File: src/rtl/pll_pkg.sv
// Shared types and default constants for the sampled phase-frequency detector.
package pll_pkg;

  typedef enum logic [1:0] {
    IDLE = 2'd0,
    UP   = 2'd1,
    DN   = 2'd2
  } pfd_state_t;

  localparam int PFD_CNT_W      = 8;
  localparam int PFD_LOCK_TOL   = 2;
  localparam int PFD_LOCK_COUNT = 16;

endpackage

File: src/rtl/pll_edge_sync.sv
// Two-flop synchroniser plus history flop; rise is a one-cycle pulse, two cycles after the input edge is first sampled.
// No backpressure: the pulse is presented for one cycle only.
module pll_edge_sync (
  input  logic clk,
  input  logic rst,
  input  logic async_in,
  output logic rise
);

  logic sync1;
  logic sync2;
  logic hist;

  always_ff @(posedge clk or negedge rst) begin
    if (!rst) begin
      sync1 <= 1'b0;
      sync2 <= 1'b0;
      hist  <= 1'b0;
    end else begin
      sync1 <= async_in;
      sync2 <= sync1;
      hist  <= sync2;
    end
  end

  assign rise = sync2 & ~hist;

endmodule

File: src/rtl/sampled_pfd.sv
// Sampled PFD: up/dn from a registered IDLE/UP/DN FSM, acting two clk after an input edge is first sampled.
// No backpressure: phase_err is reported with a one-cycle err_valid pulse and held until the next update.
module sampled_pfd
  import pll_pkg::*;
#(
  parameter int CNT_W      = PFD_CNT_W,
  parameter int LOCK_TOL   = PFD_LOCK_TOL,
  parameter int LOCK_COUNT = PFD_LOCK_COUNT,
  parameter int LOCK_CNT_W = 5
) (
  input  logic                    clk,
  input  logic                    rst,
  input  logic                    ref_in,
  input  logic                    fb_in,
  output logic                    up,
  output logic                    dn,
  output logic signed [CNT_W-1:0] phase_err,
  output logic                    err_valid,
  output logic                    locked
);

  localparam logic [CNT_W-1:0]      CNT_MAX  = {1'b0, {(CNT_W-1){1'b1}}};
  localparam logic [CNT_W-1:0]      CNT_ONE  = {{(CNT_W-1){1'b0}}, 1'b1};
  localparam logic [CNT_W-1:0]      TOL      = CNT_W'(LOCK_TOL);
  localparam logic [LOCK_CNT_W-1:0] LOCK_TGT = LOCK_CNT_W'(LOCK_COUNT);

  pfd_state_t            state;
  logic [CNT_W-1:0]      counter;
  logic [CNT_W-1:0]      counter_inc;
  logic [LOCK_CNT_W-1:0] lock_cnt;
  logic                  ref_rise;
  logic                  fb_rise;
  logic                  meas_vld;
  logic [CNT_W-1:0]      meas_mag;
  logic                  slip;

  pll_edge_sync u_ref_sync (
    .clk      (clk),
    .rst      (rst),
    .async_in (ref_in),
    .rise     (ref_rise)
  );

  pll_edge_sync u_fb_sync (
    .clk      (clk),
    .rst      (rst),
    .async_in (fb_in),
    .rise     (fb_rise)
  );

  assign counter_inc = (counter == CNT_MAX) ? counter : counter + CNT_ONE;

  // Measurement and slip decode; the counter never exceeds CNT_MAX so the range stays symmetric.
  always_comb begin
    meas_vld = 1'b0;
    meas_mag = '0;
    slip     = 1'b0;
    case (state)
      IDLE: meas_vld = ref_rise & fb_rise;
      UP: begin
        if (fb_rise) begin
          meas_vld = 1'b1;
          meas_mag = counter;
        end else if (ref_rise) begin
          slip = 1'b1;
        end
      end
      DN: begin
        if (ref_rise) begin
          meas_vld = 1'b1;
          meas_mag = counter;
        end else if (fb_rise) begin
          slip = 1'b1;
        end
      end
      default: ;
    endcase
  end

  always_ff @(posedge clk or negedge rst) begin
    if (!rst) begin
      state     <= IDLE;
      counter   <= '0;
      phase_err <= '0;
      err_valid <= 1'b0;
      lock_cnt  <= '0;
      locked    <= 1'b0;
    end else begin
      err_valid <= meas_vld;

      case (state)
        IDLE: begin
          if (ref_rise && fb_rise) begin
            phase_err <= '0;
          end else if (ref_rise) begin
            state   <= UP;
            counter <= CNT_ONE;
          end else if (fb_rise) begin
            state   <= DN;
            counter <= CNT_ONE;
          end
        end
        UP: begin
          if (fb_rise) begin
            phase_err <= $signed(counter);
            if (ref_rise) counter <= CNT_ONE;
            else          state   <= IDLE;
          end else begin
            counter <= counter_inc;
          end
        end
        DN: begin
          if (ref_rise) begin
            phase_err <= $signed('0 - counter);
            if (fb_rise) counter <= CNT_ONE;
            else         state   <= IDLE;
          end else begin
            counter <= counter_inc;
          end
        end
        default: state <= IDLE;
      endcase

      if (slip) begin
        lock_cnt <= '0;
        locked   <= 1'b0;
      end else if (meas_vld) begin
        if (meas_mag <= TOL) begin
          if (lock_cnt != LOCK_TGT) lock_cnt <= lock_cnt + 1'b1;
          if (lock_cnt + 1'b1 == LOCK_TGT) locked <= 1'b1;
        end else begin
          lock_cnt <= '0;
          locked   <= 1'b0;
        end
      end
    end
  end

  assign up = (state == UP);
  assign dn = (state == DN);

endmodule

File: config.mk
export PLATFORM = sky130hd
export DESIGN_NAME = sampled_pfd
export DESIGN_NICKNAME = d
export VERILOG_FILES = /design/src/rtl/pll_pkg.sv /design/src/rtl/pll_edge_sync.sv /design/src/rtl/sampled_pfd.sv
export SDC_FILE = /design/constraint.sdc
export NUM_CORES = 1
export LEC_CHECK = 0
export CORE_MARGIN = 1.5
export CORE_UTILIZATION = 52
export DETAILED_ROUTE_END_ITERATION = 8
export HOLD_SLACK_MARGIN = 0.12
export PLACE_DENSITY = 0.8
export SYNTH_ARGS = -nofsm -noshare
export SYNTH_HDL_FRONTEND = slang
export SYNTH_SLANG_ARGS = --single-unit
File: constraint.sdc
create_clock -name clk -period 1.9 [get_ports clk]
set_input_delay 0.285 -clock clk [delete_from_list [all_inputs] [get_ports clk]]
set_output_delay 0.285 -clock clk [all_outputs]
set_load 0.005 [all_outputs]
==> flow_summary.toml, run 1 <==
[die]
io_pins = 16
start_util = 0.546
die_area_um2 = 4290
die_w_um = 65.5
rows = 22
die_h_um = 65.5
core_area_um2 = 3720

[synthesis]
yosysMostFrequentCell = "dfrtp_1"
syn_inst = 219
ys_seq_area_frac = 0.382
ys_dominant_reg_cell = "dfrtp_1"
yosysTopAreaCellShare = 0.382
yosys_warnings = 0
ys_ff_latch = 31
synth_nets = 231
synthTopCellsByArea = "dfrtp_1 38%, ha_1 4.9%, nand2_1 4.3%"
synth_top_cell_by_area = "dfrtp_1"
synth_edf_count = 0
synth_cell_types = 57
synth_common_cells = "31 x dfrtp_1, 23 x nand2_1, 17 x o21ai_0, 14 x inv_1"
avgSynthCellArea_um2 = 9.27
async_reset_ff_frac = 1.00
synth.cell_area_um2 = 2030

[sta]
rsz0062_at_grt = "true"
maxSlewViolCount = 0
fmax_mhz = 542
timing.final.crit_share = 0.972
final_hold_viol_count = 0
layout_min_cycle_time_ps = 1850
skew_ps = 13.5
maxSlewHeadroom = 0.587
setup_viol = 0
worst_slew_pin_slew_ps = 614

[final_layout]
diodes = 0
nets = 259
post-route-util = 0.656
areaGrowthSynthToFinish_pct = 20.1
drive_gt1_frac = 0.198

[setup_path]
critPathTopFamily = "compound AO/OA/AOI/OAI gates"
critPathMaxFanout = 8
cp.required_ps = 2050
slowest_stage = "dfrtp_1"
reg2reg_slack_ps = 50
path_buf_inv = 1
critical_path.max_stage_delay_ps = 400
worstSetupEndpointType = "register"
path_cells = "inv_2 -> ha_2 -> and3b_2 -> a21oi_1 -> o22a_4 -> o211ai_1 -> o311ai_2"
start_kind = "register"
worstPathArrival_ps = 2000
crit_type = "reg2reg"

[detailed_routing]
route.detailed.drc = 0
dr.first_iter.drc_count = 132
wire_per_inst_um = 15.5
antenna_left = 0
drtPass1Iterations = 4
drt-total-wl_um = 4590
via_per_inst = 6.09
via_count = 1804

[placed_design]
gp_congestion = 0.857
port_buffers = 15
place_hpwl_um = 3190

[clocking]
path_clk_slew_ps = 60
cts_root_buffer = "clkbuf_8"
clock-sinks = 31
numCtsBuffers = 5
cts_buffer_depth = 2
cts_max_level = 2
ctsHoldBuffers = 0
cts_tree = "done"
clkLatencyLatePin_ps = 290

[global_routing]
grt_antenna_before_repair = 0
grt_pass1_wl_um = 7670
grt_max_degree = 32
gr-total-overflow = 0
grt_pass1_vias = 1637
grtUsageTotal = 0.231

[power_and_ir_drop]
switching_share = 0.410
p_total_mw = 3.01
clockPowerShare = 0.169
p_seq_frac = 0.311
p_leak_nw = 0.956
power_density_nw_per_um2 = 1230
ir_worst_vdd_mv = 0.583
switching_power_mw = 1.23
internal-power_mw = 1.77
p_comb_frac = 0.520

[min_path]
hold_class = "reg2reg"

[job]
maxCapViolCount = 0

[status]
outcome = "completed"
[power groups by stage]
| stage | Sequential [mW] | Clock (mW) | Combinational (mW) |
|---|---|---|---|
| 3_5_place_dp | 0.948 | 0 | 1.44 |
| 3_3_place_gp | 0.939 | 0 | 1.42 |
| 4_1_cts | 0.932 | 0.521 | 1.47 |
| 2_1_floorplan | 0.928 | 0 | 0.945 |
| 5_1_grt | 0.955 | 0.547 | 1.73 |
| 6_report | 0.934 | 0.509 | 1.56 |
[final timing paths]
kind	depth (start not counted)	end	start
setup / recovery	7	lock_cnt[4]	state[0]
hold / removal	0	u_fb_sync.sync2	u_fb_sync.sync1
setup reg to reg	7	lock_cnt[4]	state[0]
hold reg to reg	0	u_fb_sync.sync2	u_fb_sync.sync1
max in group asynchronous	2	u_fb_sync.sync2	rst
min in group asynchronous	2	phase_err[4]	rst
[sequential cells by signal (all words and copies together) (netlist names)]
name	cells
counter	8
err_valid	1
lock_cnt	5
locked	1
phase_err	8
state	2
u_fb_sync.hist	1
u_fb_sync.sync1	1
u_fb_sync.sync2	1
u_ref_sync.hist	1
u_ref_sync.sync1	1
u_ref_sync.sync2	1
[final cells by class]
class / instances / area [µm²]
fillers: 306 / 1280
flip-flops and latches: 31 / 776
clock inverters: 2 / 12.5
repair buffers: 32 / 278
multi-input cells: 162 / 1180
inverters: 15 / 56.3
well taps: 48 / 60.1
clock buffers: 6 / 72.6
[cells in the final DEF (no fill, tap or decap), drive strengths merged, types with 3 or more instances in the layout]
cell type | synthesis | final
o211ai | 12 | 12
o21ai | 21 | 21
nand3 | 9 | 9
dfrtp | 31 | 31
a21oi | 13 | 13
nand2 | 23 | 23
buf | 8 | 17
ha | 8 | 8
clkdlybuf4s50 | 0 | 15
o31ai | 4 | 4
mux2i | 3 | 3
clkbuf | 3 | 6
inv | 15 | 15
nand2b | 5 | 5
nor2 | 14 | 14
nor3 | 9 | 9
a311oi | 3 | 3
[per-layer routing]
layer | GRT usage | vias to the layer above | share of wire
met5 | 0 | - | 0
met4 | 0.0729 | 0 | 0.010
met3 | 0.0462 | 6 | 0.055
met2 | 0.362 | 63 | 0.48
met1 | 0.321 | 866 | 0.45
li1 | - | 869 | -
[timing repair]
action / CTS / global route
endpoints found under the setup margin: 9 / 15
buffers inserted: 3 / 1
resized for setup: 2 / 8
pin swaps: 1 / 4
[through the flow]
step	cells	worst slack (ps)	hold slack [ps]	setup TNS, ps	cell area, µm²
3_3_place_gp	284	21.4	336	0	2270
2_1_floorplan	219	43.0	-10.6	0	2030
3_5_place_dp	284	-3.10	339	-3.10	2270
6_report	296	53.9	352	0	2440
5_1_grt	296	-65.4	358	-285	2440
4_1_cts	295	-10.0	356	-15.4	2390
[cells by family (layout without fill, tap and decap cells)]
kind of cell,after synthesis,count (layout),synth area share
AOI/OAI and AO/OA,75,75,0.284
xor gates and xnor gates,1,1,0.00432
adders and majority gates,8,8,0.0493
buffers and inverters,26,55,0.0592
DFF,31,31,0.382
muxes,3,3,0.0148
and+or+nand+nor,75,75,0.206
[worst reg2reg max path, stage by stage (launching register included)]
cell and delay, ps:
dfrtp_1 400, inv_2 90, ha_2 260, and3b_2 280, a21oi_1 90, o22a_4 250
o211ai_1 210, o311ai_2 130
(Power assumes the default switching activity.)
==> run 2, diff against run 1 <==
- CORE_UTILIZATION: 52 -> 54
- CTS_BUF_LIST: unset -> sky130_fd_sc_hd__clkbuf_4 sky130_fd_sc_hd__clkbuf_8
- PLACE_DENSITY: 0.8 -> 0.83
==> run 2 against run 1 <==
Against the previous run:
- the run now ends with negative setup slack left
- via count is 1.2% higher
- total power is 8.9% higher
- die area is 3.5% lower
- first-iteration DRC count is 21% lower
- critical endpoint is now counter[5]
- largest power group unchanged
==> flow_summary.toml, run 2 (synthesized netlist as in run 1, its figures left out) <==
[final_layout]
areaGrowthSynthToFinish_pct = 22.6
final_cells = 296
post-route-util = 0.685
final_common_cell = "dfrtp_1"
top_regs = "counter (8), phase_err (8), lock_cnt (5)"
nets = 259
diodes = 0
drive_gt1_frac = 0.202
final_cell_mix = "31 x dfrtp_1, 23 x nand2_1, 17 x o21ai_0"

[detailed_routing]
route.detailed.drc = 0
drtPass1Iterations = 4
via_count = 1826
dr.first_iter.drc_count = 104
wire_per_inst_um = 16.5
drt-total-wl_um = 4880
via_per_inst = 6.17
antenna_left = 0

[placed_design]
place_hpwl_um = 3300
gp_congestion = 0.889
dp.cells = 283
port_buffers = 15

[clocking]
path_clk_slew_ps = 60
cts_max_level = 2
clkLatencyLatePin_ps = 290
cts_buffer_depth = 2
cts_tree = "done"
clock-sinks = 31
numCtsBuffers = 5
cts_root_buffer = "clkbuf_8"

[die]
die_area_um2 = 4140
core_area_um2 = 3630
die_w_um = 64.3
rows = 22
start_util = 0.559
die_h_um = 64.3
io_pins = 16

[power_and_ir_drop]
power_density_nw_per_um2 = 1320
p_leak_nw = 0.995
switching_share = 0.394
p_seq_frac = 0.285
p_comb_frac = 0.509
ir_worst_vdd_mv = 0.724
switching_power_mw = 1.29
clockPowerShare = 0.206
internal-power_mw = 1.98

[job]
maxCapViolCount = 0

[sta]
fmax_mhz = 526
timing.setup.tns_ps = -2.44
finalWorstSetupSlack_ps = -2.44
worst_slew_pin_slew_ps = 650
timing.final.crit_share = 1.00
skew_ps = 4.74
setup_viol = 1
rsz0062_at_grt = "true"
final_hold_viol_count = 0
maxSlewViolCount = 0
maxSlewHeadroom = 0.563
layout_min_cycle_time_ps = 1900

[setup_path]
slowest_stage = "dfrtp_1"
path_cells = "buf_4 -> ha_4 -> and3b_2 -> o211ai_1 -> o211ai_1 -> a2bb2oi_1 -> o31ai_1"
reg2reg_slack_ps = -2
rr_startpoint = "state[1]"
crit_top_cell = "o211ai_1"
cp.required_ps = 2060
start_kind = "register"
worstSetupEndpointType = "register"
critical_path.max_stage_delay_ps = 410
crit_type = "reg2reg"
critPathMaxFanout = 5
r2r_end = "counter[5]"
reg2reg_depth = 7
worstPathArrival_ps = 2060

[global_routing]
grt_pass1_vias = 1697
grt_antenna_before_repair = 0
grt_max_degree = 32
grtUsageTotal = 0.254
grt_pass1_wl_um = 8020
gr-total-overflow = 0

[min_path]
hold_class = "reg2reg"
min_to = "u_ref_sync.sync2"
hold_depth = 0
worstHoldStart = "u_ref_sync.sync1"

[status]
outcome = "finished, violations left"
violations = "negative setup slack"
==> run 2: cell count changes in the layout (fill, tap and decap cells not counted), sizes merged <==
cell / change
clkdlybuf4s50: -1
bufinv: +1
dlymetal6s2s: +1
clkinvlp: -1
==> run 2: worst max-delay path: cells and delay by family (launching register included) <==
family | cells | cell delay, ps
buffers and inverters | 1 | 150
AOI/OAI and AO/OA | 4 | 780
adders and majority gates | 1 | 170
and+or+nand+nor | 1 | 260
DFF | 1 | 410
==> run 2: layout make-up <==
class | instances | area (µm²)
clock buffer | 6 | 82.6
clock inverter | 2 | 35.0
fill | 295 | 1150
inverter | 15 | 56.3
multi-input combinational | 162 | 1190
sequential | 31 | 776
tap | 48 | 60.1
timing repair buffer | 32 | 288
==> run 2: metrics by stage <==
stage          instance area, µm²  hold WS (ps)  total power, mW  setup slack, ps
4_1_cts                      2420           364             3.16            -18.1
2_1_floorplan                2030         -10.6             1.87             43.0
5_1_grt                      2490           366             3.47             -103
3_3_place_gp                 2270           333             2.36             55.9
6_report                     2490           359             3.27            -2.44
3_5_place_dp                 2270           349             2.40            -76.6
==> run 2: worst max path at each step <==
stage / from / endpoint / slack (ps) / depth (start not counted)
finish: state[1] / counter[5] / -2 / 7
global route: state[1] / counter[5] / -100 / 7
CTS: state[0] / counter[5] / -20 / 7
detailed placement: state[0] / counter[5] / -80 / 7
global placement: state[0] / counter[5] / 60 / 7
floorplan: state[0] / counter[5] / 40 / 8
==> run 2: timing repair <==
action / 4_1_cts / 5_1_grt
endpoints found under the setup margin: 8 / 17
gates resized for setup: 5 / 9
setup buffers: 3 / 2
hold buffers: 0 / 0
pin swaps: 1 / 6
==> run 2: power groups by stage <==
stage / clock [mW] / combinational, mW / sequential (mW)
floorplan: 0 / 0.945 / 0.928
global placement: 0 / 1.42 / 0.937
detailed placement: 0 / 1.45 / 0.948
CTS: 0.688 / 1.54 / 0.931
global route: 0.718 / 1.80 / 0.955
finish: 0.674 / 1.67 / 0.932
==> run 2: metal layers <==
metal  GRT usage  part of all wire  vias to the layer above
met3      0.0599             0.042                       13
met4       0.109             0.026                        0
met2       0.410              0.48                       56
li1            -                 -                      875
met1       0.327              0.45                      882
met5           0                 0                        -
